File: config.mk
export PLATFORM = sky130hd
export DESIGN_NAME = dac_frame_sequencer
export DESIGN_NICKNAME = d
export VERILOG_FILES = /design/src/rtl/dac_frame_sequencer.sv
export SDC_FILE = /design/constraint.sdc
export NUM_CORES = 1
export LEC_CHECK = 0
export BUFFER_PORTS_ARGS = -buffer_cell sky130_fd_sc_hd__buf_4
export CAP_MARGIN = 20
export CORE_AREA = 2 2 140 142
export DETAILED_ROUTE_END_ITERATION = 7
export DIE_AREA = 0 0 142 144
export GPL_ROUTABILITY_DRIVEN = 0
export HOLD_SLACK_MARGIN = 0.06
export PLACE_DENSITY_LB_ADDON = 0.08
export SLEW_MARGIN = 20
export SYNTH_ARGS = -nofsm -noshare
export SYNTH_HDL_FRONTEND = slang
export SYNTH_SLANG_ARGS = --single-unit
export TNS_END_PERCENT = 5
File: constraint.sdc
create_clock -name clk -period 5.33 [get_ports clk]
set_input_delay 0 -clock clk [delete_from_list [all_inputs] [get_ports clk]]
set_output_delay 0 -clock clk [all_outputs]
set_load 0.05 [all_outputs]
File: src/rtl/dac_frame_sequencer.sv
// dac_frame_sequencer
// Feeds the SPI DAC write stage: buffers channel A/B sample pairs, turns each
// pair into two 16-bit DAC command words, sends them one after the other, and
// then pulses ldac_n so that both DAC outputs update together.
//
// state  | meaning
// -------+-------------------------------------------------------------
// IDLE   | wait for a buffered pair; pop it and latch both command words
// SEND_A | present word A, one-cycle spi_start
// WAIT_A | hold word A until spi_done or the wait timer expires
// SEND_B | present word B, one-cycle spi_start
// WAIT_B | hold word B until spi_done or the wait timer expires
// LDAC   | drive ldac_n low for LDAC_CYCLES cycles, count the frame
module dac_frame_sequencer #(
  parameter int DATA_W      = 12,
  parameter int FIFO_DEPTH  = 4,
  parameter int LDAC_CYCLES = 2,
  parameter int TIMEOUT     = 64
) (
  input  logic                clk,
  input  logic                reset,
  input  logic                s_valid,
  output logic                s_ready,
  input  logic [2*DATA_W-1:0] s_data,
  input  logic                gain_1x,
  input  logic                buffered,
  input  logic                shdn,
  output logic [15:0]         spi_word,
  output logic                spi_start,
  input  logic                spi_done,
  output logic                ldac_n,
  output logic [15:0]         frames_sent,
  output logic                err_timeout
);

  localparam int PTR_W = (FIFO_DEPTH > 1) ? $clog2(FIFO_DEPTH) : 1;
  localparam int CNT_W = $clog2(FIFO_DEPTH + 1);
  localparam int TMR_W = $clog2(TIMEOUT + 1);
  localparam int LDC_W = $clog2(LDAC_CYCLES + 1);

  typedef enum logic [2:0] {
    IDLE   = 3'd0,
    SEND_A = 3'd1,
    WAIT_A = 3'd2,
    SEND_B = 3'd3,
    WAIT_B = 3'd4,
    LDAC   = 3'd5
  } state_t;

  state_t state, state_next;

  logic [2*DATA_W-1:0] fifo_mem [FIFO_DEPTH];
  logic [PTR_W-1:0]    wr_ptr;
  logic [PTR_W-1:0]    rd_ptr;
  logic [CNT_W-1:0]    fifo_cnt;
  logic                fifo_full;
  logic                fifo_empty;
  logic                push;
  logic                pop;

  logic [15:0]         word_a;
  logic [15:0]         word_b;

  logic [TMR_W-1:0]    wait_tmr;
  logic                wait_load;
  logic [LDC_W-1:0]    ldac_tmr;
  logic                ldac_load;
  logic                frame_done;
  logic                timeout_hit;
  logic                in_wait;

  logic [15:0]         frames_q;
  logic                err_q;

  // Ready comes from the registered count only, so a pop in the same cycle
  // never opens a slot early; it is also held low while reset is asserted.
  assign fifo_full  = (fifo_cnt == CNT_W'(FIFO_DEPTH));
  assign fifo_empty = (fifo_cnt == '0);
  assign s_ready    = ~reset & ~fifo_full;
  assign push       = s_valid & s_ready;
  assign in_wait    = (state == WAIT_A) || (state == WAIT_B);

  assign frames_sent = frames_q;
  assign err_timeout = err_q;

  // Sample storage; entries need no reset because the pointers gate them.
  always_ff @(posedge clk) begin
    if (push) begin
      fifo_mem[wr_ptr] <= s_data;
    end
  end

  // FIFO pointers and occupancy; power-of-two depth makes the wrap implicit.
  always_ff @(posedge clk) begin
    if (reset) begin
      wr_ptr   <= '0;
      rd_ptr   <= '0;
      fifo_cnt <= '0;
    end else begin
      if (push) begin
        wr_ptr <= wr_ptr + PTR_W'(1);
      end
      if (pop) begin
        rd_ptr <= rd_ptr + PTR_W'(1);
      end
      case ({push, pop})
        2'b10:   fifo_cnt <= fifo_cnt + CNT_W'(1);
        2'b01:   fifo_cnt <= fifo_cnt - CNT_W'(1);
        default: fifo_cnt <= fifo_cnt;
      endcase
    end
  end

  // Latch both command words at pop; control bits are frozen for the frame.
  always_ff @(posedge clk) begin
    if (reset) begin
      word_a <= '0;
      word_b <= '0;
    end else if (pop) begin
      word_a <= {1'b0, buffered, gain_1x, ~shdn, fifo_mem[rd_ptr][DATA_W-1:0]};
      word_b <= {1'b1, buffered, gain_1x, ~shdn, fifo_mem[rd_ptr][2*DATA_W-1:DATA_W]};
    end
  end

  // spi_done wait timer: loaded when a word is launched, counts down in WAIT_x.
  always_ff @(posedge clk) begin
    if (reset) begin
      wait_tmr <= '0;
    end else if (wait_load) begin
      wait_tmr <= TMR_W'(TIMEOUT - 1);
    end else if (in_wait && (wait_tmr != '0)) begin
      wait_tmr <= wait_tmr - TMR_W'(1);
    end
  end

  // ldac_n low-time timer: loaded on the way into LDAC, counts down there.
  always_ff @(posedge clk) begin
    if (reset) begin
      ldac_tmr <= '0;
    end else if (ldac_load) begin
      ldac_tmr <= LDC_W'(LDAC_CYCLES - 1);
    end else if ((state == LDAC) && (ldac_tmr != '0)) begin
      ldac_tmr <= ldac_tmr - LDC_W'(1);
    end
  end

  // Completed-frame counter (wraps naturally) and sticky timeout flag.
  always_ff @(posedge clk) begin
    if (reset) begin
      frames_q <= '0;
      err_q    <= 1'b0;
    end else begin
      if (frame_done) begin
        frames_q <= frames_q + 16'd1;
      end
      if (timeout_hit) begin
        err_q <= 1'b1;
      end
    end
  end

  // FSM state register.
  always_ff @(posedge clk) begin
    if (reset) begin
      state <= IDLE;
    end else begin
      state <= state_next;
    end
  end

  // FSM next-state and Moore outputs; spi_word is zero outside a transfer.
  always_comb begin
    state_next  = state;
    pop         = 1'b0;
    wait_load   = 1'b0;
    ldac_load   = 1'b0;
    frame_done  = 1'b0;
    timeout_hit = 1'b0;
    spi_start   = 1'b0;
    spi_word    = '0;
    ldac_n      = 1'b1;
    case (state)
      IDLE: begin
        if (!fifo_empty) begin
          pop        = 1'b1;
          state_next = SEND_A;
        end
      end
      SEND_A: begin
        spi_word   = word_a;
        spi_start  = 1'b1;
        wait_load  = 1'b1;
        state_next = WAIT_A;
      end
      WAIT_A: begin
        spi_word = word_a;
        if (spi_done) begin
          state_next = SEND_B;
        end else if (wait_tmr == '0) begin
          timeout_hit = 1'b1;
          state_next  = IDLE;
        end
      end
      SEND_B: begin
        spi_word   = word_b;
        spi_start  = 1'b1;
        wait_load  = 1'b1;
        state_next = WAIT_B;
      end
      WAIT_B: begin
        spi_word = word_b;
        if (spi_done) begin
          ldac_load  = 1'b1;
          state_next = LDAC;
        end else if (wait_tmr == '0) begin
          timeout_hit = 1'b1;
          state_next  = IDLE;
        end
      end
      LDAC: begin
        ldac_n = 1'b0;
        if (ldac_tmr == '0) begin
          frame_done = 1'b1;
          state_next = IDLE;
        end
      end
      default: begin
        state_next = IDLE;
      end
    endcase
  end

endmodule

== Word level (Yosys, flattened, before mapping) ==
Memories as Yosys holds them, arrays and structs flattened. A register that Yosys moved wholly into a read port is not among the register bits.
Cells that the tools add are included.
Widths: inputs -> output; s select.

* Input bits: 31
* Bits in writable memories: 96
* Memories kept: 1
* Register bits: 67
* Logic and storage cells: 79
* Output and inout port bits: 36

{| class="wikitable"
|+ Memory list
! memory !! words !! width !! read ports !! clocked after Yosys merged registers in !! wr ports !! line !! source
|-
| fifo_mem || 4 || 24 || 1 || 1 || 1 || 52 || <nowiki>logic [2*DATA_W-1:0] fifo_mem [FIFO_DEPTH];</nowiki>
|}

* Mux-type cells: 25
* Reduce and logical (&&, ||, !) cells: 19
* Add/sub/neg operators: 7
* Equality and inequality tests: 10
* Bitwise gates (word level): 5

{| class="wikitable"
|+ Operators with widths
! operator !! number
|-
| $pmux 16 s2 || 1
|-
| $pmux 3 s6 || 1
|-
| $add 16x1->16 const B || 1
|-
| $mux 1 || 15
|-
| $mux 3 || 5
|-
| $mux 6 || 2
|-
| $reduce_or 2->1 || 6
|-
| $eq 3x3->1 const B || 3
|-
| $reduce_bool 2->1 || 4
|-
| $logic_not 7->1 || 1
|-
| $reduce_bool 7->1 || 1
|-
| $sub 7x1->7 const B || 1
|-
| $eq 3x2->1 const B || 2
|-
| $logic_not 3->1 || 2
|-
| $pmux 3 s2 || 1
|-
| $add 2x1->2 const B || 2
|-
| $add 3x1->3 const B || 1
|-
| $eq 3x1->1 const B || 1
|-
| $not 1->1 || 3
|-
| $sub 3x1->3 const B || 1
|-
| $and 1x1->1 || 2
|-
| $eq 2x1->1 const B || 1
|-
| $eq 2x2->1 const B || 1
|-
| $logic_and 1x1->1 || 2
|-
| other kinds (6) || 6
|}

== Logic depth before layout (Yosys ltp) ==
Gate-level depths: netlist (run 1).

* Depth in word-level cells: 6
* Gate-level depth with buffers: 11
* Depth with buffers taken out: 9

== Least setup slack after synthesis (run 1) ==
OpenSTA, ideal clock, no wires.

* Path type: register to register
* Start point: reg state[0]
* End point: reg fifo_cnt[2]
* Required time: 5,260 ps
* Setup time: 70 ps
* Slack: 2,747 ps
* Cell stages (with the launch flop): 12
* Arrival: 2,513 ps
* Cells stage by stage: dfxtp_1 -> buf_2 -> nor3_1 -> nand2_1 -> inv_1 -> buf_2 -> ha_1 -> inv_1 -> fa_1 -> xor2_1 -> or3_1 -> a21oi_1

* Longest elaborated chain between the ends: 4

{| class="wikitable"
|+ RTL lines
! item !! line !! source
|-
| start, declared || 50 || <nowiki>state_t state, state_next;</nowiki>
|-
| start signal, assigned || 167 || <nowiki>state <= state_next;</nowiki>
|-
| $logic_not 3->1 * || 182 || <nowiki>case (state)</nowiki>
|-
| $mux 1 * || 182 ||
|-
| named net pop || 59 || <nowiki>logic pop;</nowiki>
|-
| $eq 2x1->1 / $eq 2x2->1 (equally long branches) || 106 || <nowiki>case ({push, pop})</nowiki>
|-
| $pmux 3 s2 / $reduce_bool 2->1 (equally long branches) || -- ||
|-
| end signal, assigned || 107 || <nowiki>2'b10: fifo_cnt <= fifo_cnt + CNT_W'(1);</nowiki>
|-
| end signal, assigned || 108 || <nowiki>2'b01: fifo_cnt <= fifo_cnt - CNT_W'(1);</nowiki>
|-
| end signal, assigned || 109 || <nowiki>default: fifo_cnt <= fifo_cnt;</nowiki>
|-
| end, declared || 55 || <nowiki>logic [CNT_W-1:0] fifo_cnt;</nowiki>
|}

The timed path passes the listed nets; every way through them passes the cells marked *.
A chain may end at the register's enable or synchronous reset.

== Final worst setup path (run 1) ==
* Start point: reg state[2]
* End point: reg fifo_cnt[2]

* Longest elaborated chain between the ends: 4

{| class="wikitable"
|+ RTL lines
! item !! line
|-
| $logic_not 3->1 * || 182
|-
| $mux 1 * || 182
|-
| $eq 2x1->1 / $eq 2x2->1 (equally long branches) || 106
|-
| $pmux 3 s2 / $reduce_bool 2->1 (equally long branches) || --
|}

Every way passes the cells marked *; elsewhere a longest branch is shown, timed or not.

==> reports/qor.csv, run 1 <==
stage;metric;value;unit
critical_path;r2r-start;state[2];
floorplanning;core_area;19100;µm²
route;dr.max_layer_used;met4;
layout;post-route-util;0.425;
hold_path;min_path_type;in -> reg;
clock_tree;cts_tree;built;
logic_synthesis;ys_seq_area_frac;0.636;
clock_tree;cts_buffers;17;
timing;fin_skew;0.0204;ns
logic_synthesis;ys_warn_count;0;
clock_tree;cts_resized;0;
critical_path;crit_path_top_delay_cell;nand2_1;
grt;grt_overflow_total;0;
pwr;power;3.72;mW
layout;fillers;1783;
layout;layout_common_cells;edfxtp_1, nand2_1, buf_4;
layout;drive_gt1_frac;0.214;
critical_path;cp.arrival;3.60;ns
critical_path;critPathCaptureType;flip-flop;
clock_tree;htreeDepth;4;
grt;grt_pass1_wl;23200;µm
grt;grt_usage;0.150;
placed_design;pre_cts_ws;2.10;ns
timing;fin_tns_setup;0;ns
timing;setup_viol;0;
critical_path;cp_max_fo;28;
clock_tree;cts_root_buffer;clkbuf_16;
critical_path;crit_path_frequent_cell;inv_1;
logic_synthesis;syn_area_per_cell;12.7;µm²
logic_synthesis;synth_area_leaders;edfxtp_1, dfxtp_1, mux4_2;
logic_synthesis;ys_ff_latch;160;
route;routed_wl;14200;µm
logic_synthesis;synth_compound_area_frac;0.0826;
grt;first_global_vias;4322;
status;status;finished, final reports clean;
logic_synthesis;syn_inst;517;
pwr;ir_drop;0.279;mV
floorplanning;die_h;144;µm
critical_path;crit_start;state[2];
logic_synthesis;syn-cell-area;6540;µm²
logic_synthesis;ys_types;48;
timing;rsz0062_at_grt;no;
route;drt_pass1_iterations;4;
route;wl_per_cell;16.6;µm
hold_path;min_from;reset;
logic_synthesis;synth-simple-area-share;0.120;
timing;slew_violations;0;
timing;setup_ws;2.08;ns
route;drt-initial-drc-count;173;
critical_path;cp-start-kind;flip-flop;
clock_tree;cts_sinks;160;
pwr;leakagePower;2.80;nW
logic_synthesis;synth_top_area_share;0.441;
floorplanning;die_area;20400;µm²
layout;diodes;0;
timing;max_freq;308;MHz
route;dr_wl_met2;6940;µm
logic_synthesis;syn-num-nets;558;
layout;layout_commonest_cell;edfxtp_1;
logic_synthesis;synth_top_family_by_area;simple AND/OR/NAND/NOR gates;
critical_path;required;5.68;ns
timing;period_share;0.609;
timing;relSlewSlack;0.330;
floorplanning;start_util;0.343;
logic_synthesis;synthXorXnorAreaFrac;0.0241;
critical_path;crit_type;reg -> reg;
layout;nets;649;
layout;area_growth;23.8;%
grt;grt_max_degree;68;
placed_design;io_buffer_count;66;
layout;final_area;8100;µm²
route;routed_via_density;4.99;
clock_tree;clkTransAtPathRegs;0.06;ns
critical_path;worstPathCellList;nor3_1 > nand2_1 > inv_1 > ha_1 > inv_1 > fa_1 > xor2_1 > or3_1 > a21oi_1;
clock_tree;cts_max_path_buffers;2;
job;maxCapViolCount;0;
floorplanning;pin_count;67;
logic_synthesis;synth_largest_area_cell;edfxtp_1;
grt;antenna_found_initial;0;
route;vias;4289;
pwr;powerDensity;459;nW/µm²
placed_design;dp_hpwl;8900;µm
clock_tree;clock_latency;0.43;ns
logic_synthesis;synthMuxAreaShare;0.0874;
timing;layout_min_cycle_time;3.25;ns
floorplanning;fp-row-count;51;
timing;final-hold-violation-count;0;
logic_synthesis;synthAdderAreaFrac;0.0203;
route;drt-met1-wl;6620;µm
timing;worst_pin_slew;1.00;ns
placed_design;place_area;7260;µm²
critical_path;cpPeakStageDelay;0.66;ns
route;postRouteAntennaNets;0;
route;met3_length;470;µm
route;drc;0;
floorplanning;die_w;142;µm
-- synth_stat cells, drive strengths merged --
library cell,instances
a2111oi,2
a211oi,6
a21oi,38
a221oi,3
a22oi,11
a311oi,1
a31o,1
a31oi,2
a32o,1
and2,10
and2b,1
and4,1
and4b,1
buf,14
clkbuf,13
clkinv,1
dfxtp,64
edfxtp,96
fa,1
ha,9
inv,19
mux2,1
mux2i,2
mux4,24
nand2,77
nand3,8
nand4,4
nand4b,2
nor2,32
nor2b,2
nor3,11
nor4,3
nor4bb,1
o21ai,23
o311a,1
o31ai,1
or2,1
or2b,1
or3,6
or4,4
xnor2,10
xor2,8
-- registers in the layout (all words and copies together) (netlist names) --
name,cells
word_a,12
wait_tmr,7
err_timeout,1
state,3
word_b,16
ldac_tmr,2
rd_ptr,2
frames_sent,16
fifo_mem,96
wr_ptr,2
fifo_cnt,3
-- per-stage QoR --
| step | hold slack [ns] | std cells |
|---|---|---|
| finish | 0.0978 | 859 |
| global route | 0.110 | 859 |
| CTS | 0.0739 | 859 |
| detailed placement | 0.198 | 799 |
| global placement | 0.194 | 799 |
| floorplan | 0.0956 | 517 |
-- area by class of cell --
type	count	area (µm²)	area share
flip-flops and latches	160	4170	0.514
clock inverters	14	133	0.0164
well taps	238	298	0.0368
multi-input cells	310	2190	0.270
repair buffers	99	813	0.100
inverters	20	75.1	0.00927
clock buffers	18	429	0.0530
-- kinds of logic (layout without fill, tap and decap cells) --
logic type,after synthesis,in the layout
flops,160,160
compound gates,90,90
buf+inv,47,151
xor+xnor,18,18
fa+ha+maj,10,10
simple gates,165,165
mux,27,27
-- timing repair --
item,CTS,global route
endpoints found under the hold margin,103,0
endpoints found under the setup margin,0,0
buffers inserted,0,0
hold buffers,28,0
-- metal layers --
layer  up-vias  global-route usage
li1       2070                   -
met1      2128               0.194
met2        78               0.245
met3        13              0.0384
met4         0              0.0521
met5         -                   0
-- power breakdown --
group	switching, mW	internal (mW)
registers	0.190	1.47
clock network	0.513	0.649
logic	0.522	0.378
-- path summary, 6_finish.rpt --
kind              depth (start not counted)  slack, ns             end
setup / recovery                          9       2.08     fifo_cnt[2]
hold / removal                            2        0.1  frames_sent[0]
setup reg to reg                          9       2.08     fifo_cnt[2]
hold reg to reg                           2       0.44     err_timeout
-- critical path, delay by kind of cell, from the launching register on --
family	cells	cell delay, ns
AO/OA/AOI/OAI	1	0.14
AND/OR/NAND/NOR	3	1.43
flip-flops	1	0.54
buffers and inverters	2	0.31
adder cells (fa/ha/maj)	2	0.59
XOR/XNOR	1	0.16
No activity file was read; power rests on OpenSTA's default activity.
==> run 2: changes to the inputs <==
Clock period 5.33 ns to 3.2 ns, I/O delays scaled along.
==> reports/qor.csv, run 2 (synthesis gave the netlist of run 1 again) <==
stage;metric;value;unit;change
status;status;finished, final reports clean;;unchanged
layout;drive_gt1_frac;0.224;;was 0.214
clock_tree;cts_hold_buffers;29;;was 28
grt;grt_usage;0.151;;was 0.150
floorplanning;pin_count;67;;unchanged
timing;fin_skew;0.00739;ns;was 0.0204 ns
timing;worst_pin_slew;0.860;ns;was 1.00 ns
clock_tree;cts_max_path_buffers;2;;unchanged
hold_path;whs_path_depth;6;;was 2
timing;setup_viol;0;;unchanged
clock_tree;cts_tree;built;;unchanged
grt;grt_overflow_total;0;;unchanged
placed_design;io_buffer_count;66;;unchanged
route;drt-initial-drc-count;271;;was 173
placed_design;dp_hpwl;9100;µm;was 8900 µm
critical_path;r2r_cells;10;;was 9
grt;antenna_found_initial;0;;unchanged
route;routed_wl;14600;µm;was 14,200 µm
critical_path;crit_type;reg -> out;;was reg -> reg
critical_path;critPathCaptureType;output port;;was flip-flop
critical_path;required;3.20;ns;was 5.68 ns
critical_path;worstPathCellList;buf_4 > or2b_1 > nor2_1 > nand2_1 > o21ai_0 > buf_4;;was nor3_1 > nand2_1 > inv_1 > ha_1 > inv_1 > fa_1 > xor2_1 > or3_1 > a21oi_1
layout;layout_commonest_cell;edfxtp_1;;unchanged
critical_path;cpPeakStageDelay;0.66;ns;about the same
layout;post-route-util;0.427;;was 0.425
placed_design;pre_cts_ws;0.824;ns;was 2.10 ns
pwr;powerDensity;760;nW/µm²;was 459 nW/µm²
pwr;leakagePower;2.83;nW;was 2.80 nW
pwr;p_sw;2.07;mW;was 1.22 mW
timing;slew_violations;0;;unchanged
clock_tree;clock_latency;0.42;ns;was 0.43 ns
critical_path;cp-start-kind;flip-flop;;unchanged
grt;grt_pass1_wl;23000;µm;was 23,200 µm
timing;relSlewSlack;0.424;;was 0.330
clock_tree;clkTransAtPathRegs;0.06;ns;about the same
clock_tree;postCtsSetupRepairBufs;0;;unchanged
layout;fillers;1797;;was 1,783
critical_path;path_delay_family;simple AND/OR/NAND/NOR gates;;unchanged
timing;final-hold-violation-count;0;;unchanged
critical_path;cp.arrival;2.51;ns;was 3.60 ns
route;vias;4361;;was 4,289
route;routed_via_density;5.03;;was 4.99
clock_tree;htreeDepth;4;;unchanged
critical_path;crit_path_frequent_cell;buf_4;;was inv_1
job;maxCapViolCount;0;;unchanged
clock_tree;cts_resized;0;;unchanged
critical_path;cp_max_fo;20;;was 28
route;drc;0;;unchanged
critical_path;crit_path_top_delay_cell;nor2_1;;was nand2_1
layout;area_growth;24.4;%;was 23.8%
timing;rsz0062_at_grt;no;;unchanged
timing;layout_min_cycle_time;2.51;ns;
clock_tree;cts_root_buffer;clkbuf_16;;unchanged
route;wl_per_cell;16.8;µm;was 16.6 µm
layout;diodes;0;;unchanged
timing;max_freq;398;MHz;
floorplanning;core_area;19100;µm²;unchanged
route;postRouteAntennaNets;0;;unchanged
timing;period_share;0.785;;
grt;first_global_vias;4264;;was 4,322
pwr;p_int;4.12;mW;was 2.49 mW
layout;layout_common_cells;edfxtp_1, buf_4, nand2_1;;was edfxtp_1, nand2_1, buf_4
pwr;p_seq_frac;0.438;;was 0.446
route;drt_pass1_iterations;4;;unchanged
pwr;switching_share;0.334;;was 0.329
grt;grt_max_degree;67;;was 68
pwr;power;6.18;mW;was 3.72 mW
timing;worst_hold_slack;0.106;ns;was 0.0978 ns
floorplanning;die_w;142;µm;unchanged
pwr;power.share.clock;0.299;;was 0.312
floorplanning;start_util;0.343;;unchanged
critical_path;crit_buf_inv;2;;unchanged
clock_tree;cts_sinks;160;;unchanged
floorplanning;fp-row-count;51;;unchanged
floorplanning;die_area;20400;µm²;unchanged
timing;fin_tns_setup;0;ns;unchanged
layout;nets;658;;was 649
clock_tree;cts_buffers;17;;unchanged
hold_path;min_path_type;in -> reg;;unchanged
layout;top_register;fifo_mem;;unchanged
layout;largest_register_ff_count;96;;unchanged
pwr;combPwrFrac;0.263;;was 0.242
timing;setup_ws;0.688;ns;was 2.08 ns
pwr;ir_drop;0.394;mV;was 0.279 mV
floorplanning;die_h;144;µm;unchanged
critical_path;cp_num_cells;6;;was 9
==> run 2: cell types whose count changed in the layout (fill, tap and decap cells not counted) <==
cell	change
clkinv_4	-2
buf_4	+8
bufinv_16	-1
inv_6	+2
clkbuf_1	-1
clkinv_2	+1
dlygate4sd3_1	+1
==> run 2: path summary, 6_finish.rpt <==
kind	startpoint	end	slack, ns
worst max-delay path	state[2]	spi_word[2]	0.69
worst min register to register	err_timeout	err_timeout	0.45
worst min-delay path	s_valid	wr_ptr[1]	0.11
worst max register to register	state[2]	fifo_cnt[2]	0.82
==> run 2: area by class of cell <==
class,instances,area [µm²],area share
Inverter,20,75.1,0.00922
Clock inverter,14,108,0.0132
Multi-Input combinational cell,310,2190,0.268
Tap cell,238,298,0.0366
Sequential cell,160,4170,0.512
Timing Repair Buffer,108,883,0.108
Clock buffer,17,425,0.0523
==> run 2: stage by stage <==
stage          cells  area, µm²
2_1_floorplan    517       6540
3_3_place_gp     807       7320
3_5_place_dp     807       7320
4_1_cts          867       8140
5_1_grt          867       8140
6_report         867       8140
==> run 2: power by group through the flow <==
| stage | Sequential, mW | Combinational (mW) | Clock, mW |
|---|---|---|---|
| final | 2.71 | 1.63 | 1.85 |
| after global routing | 2.75 | 1.82 | 1.99 |
| after CTS | 2.72 | 1.66 | 1.90 |
| after detailed placement | 2.76 | 1.63 | 0 |
| after global placement | 2.75 | 1.61 | 0 |
| after floorplan | 2.61 | 1.26 | 0 |
==> run 2: worst min-delay path, delay by kind of cell <==
kind | cells | cell delay (ns)
AND/OR/NAND/NOR | 1 | 0.06
AO/OA/AOI/OAI | 2 | 0.10
buffers and inverters | 3 | 0.30
==> run 2: metal layers <==
metal / vias up / global-route usage / routed length [µm]
met2: 85 / 0.255 / 7250
met1: 2159 / 0.191 / 6650
met4: 0 / 0.0553 / 212
met5: - / 0 / 0
li1: 2102 / - / -
met3: 15 / 0.0348 / 464
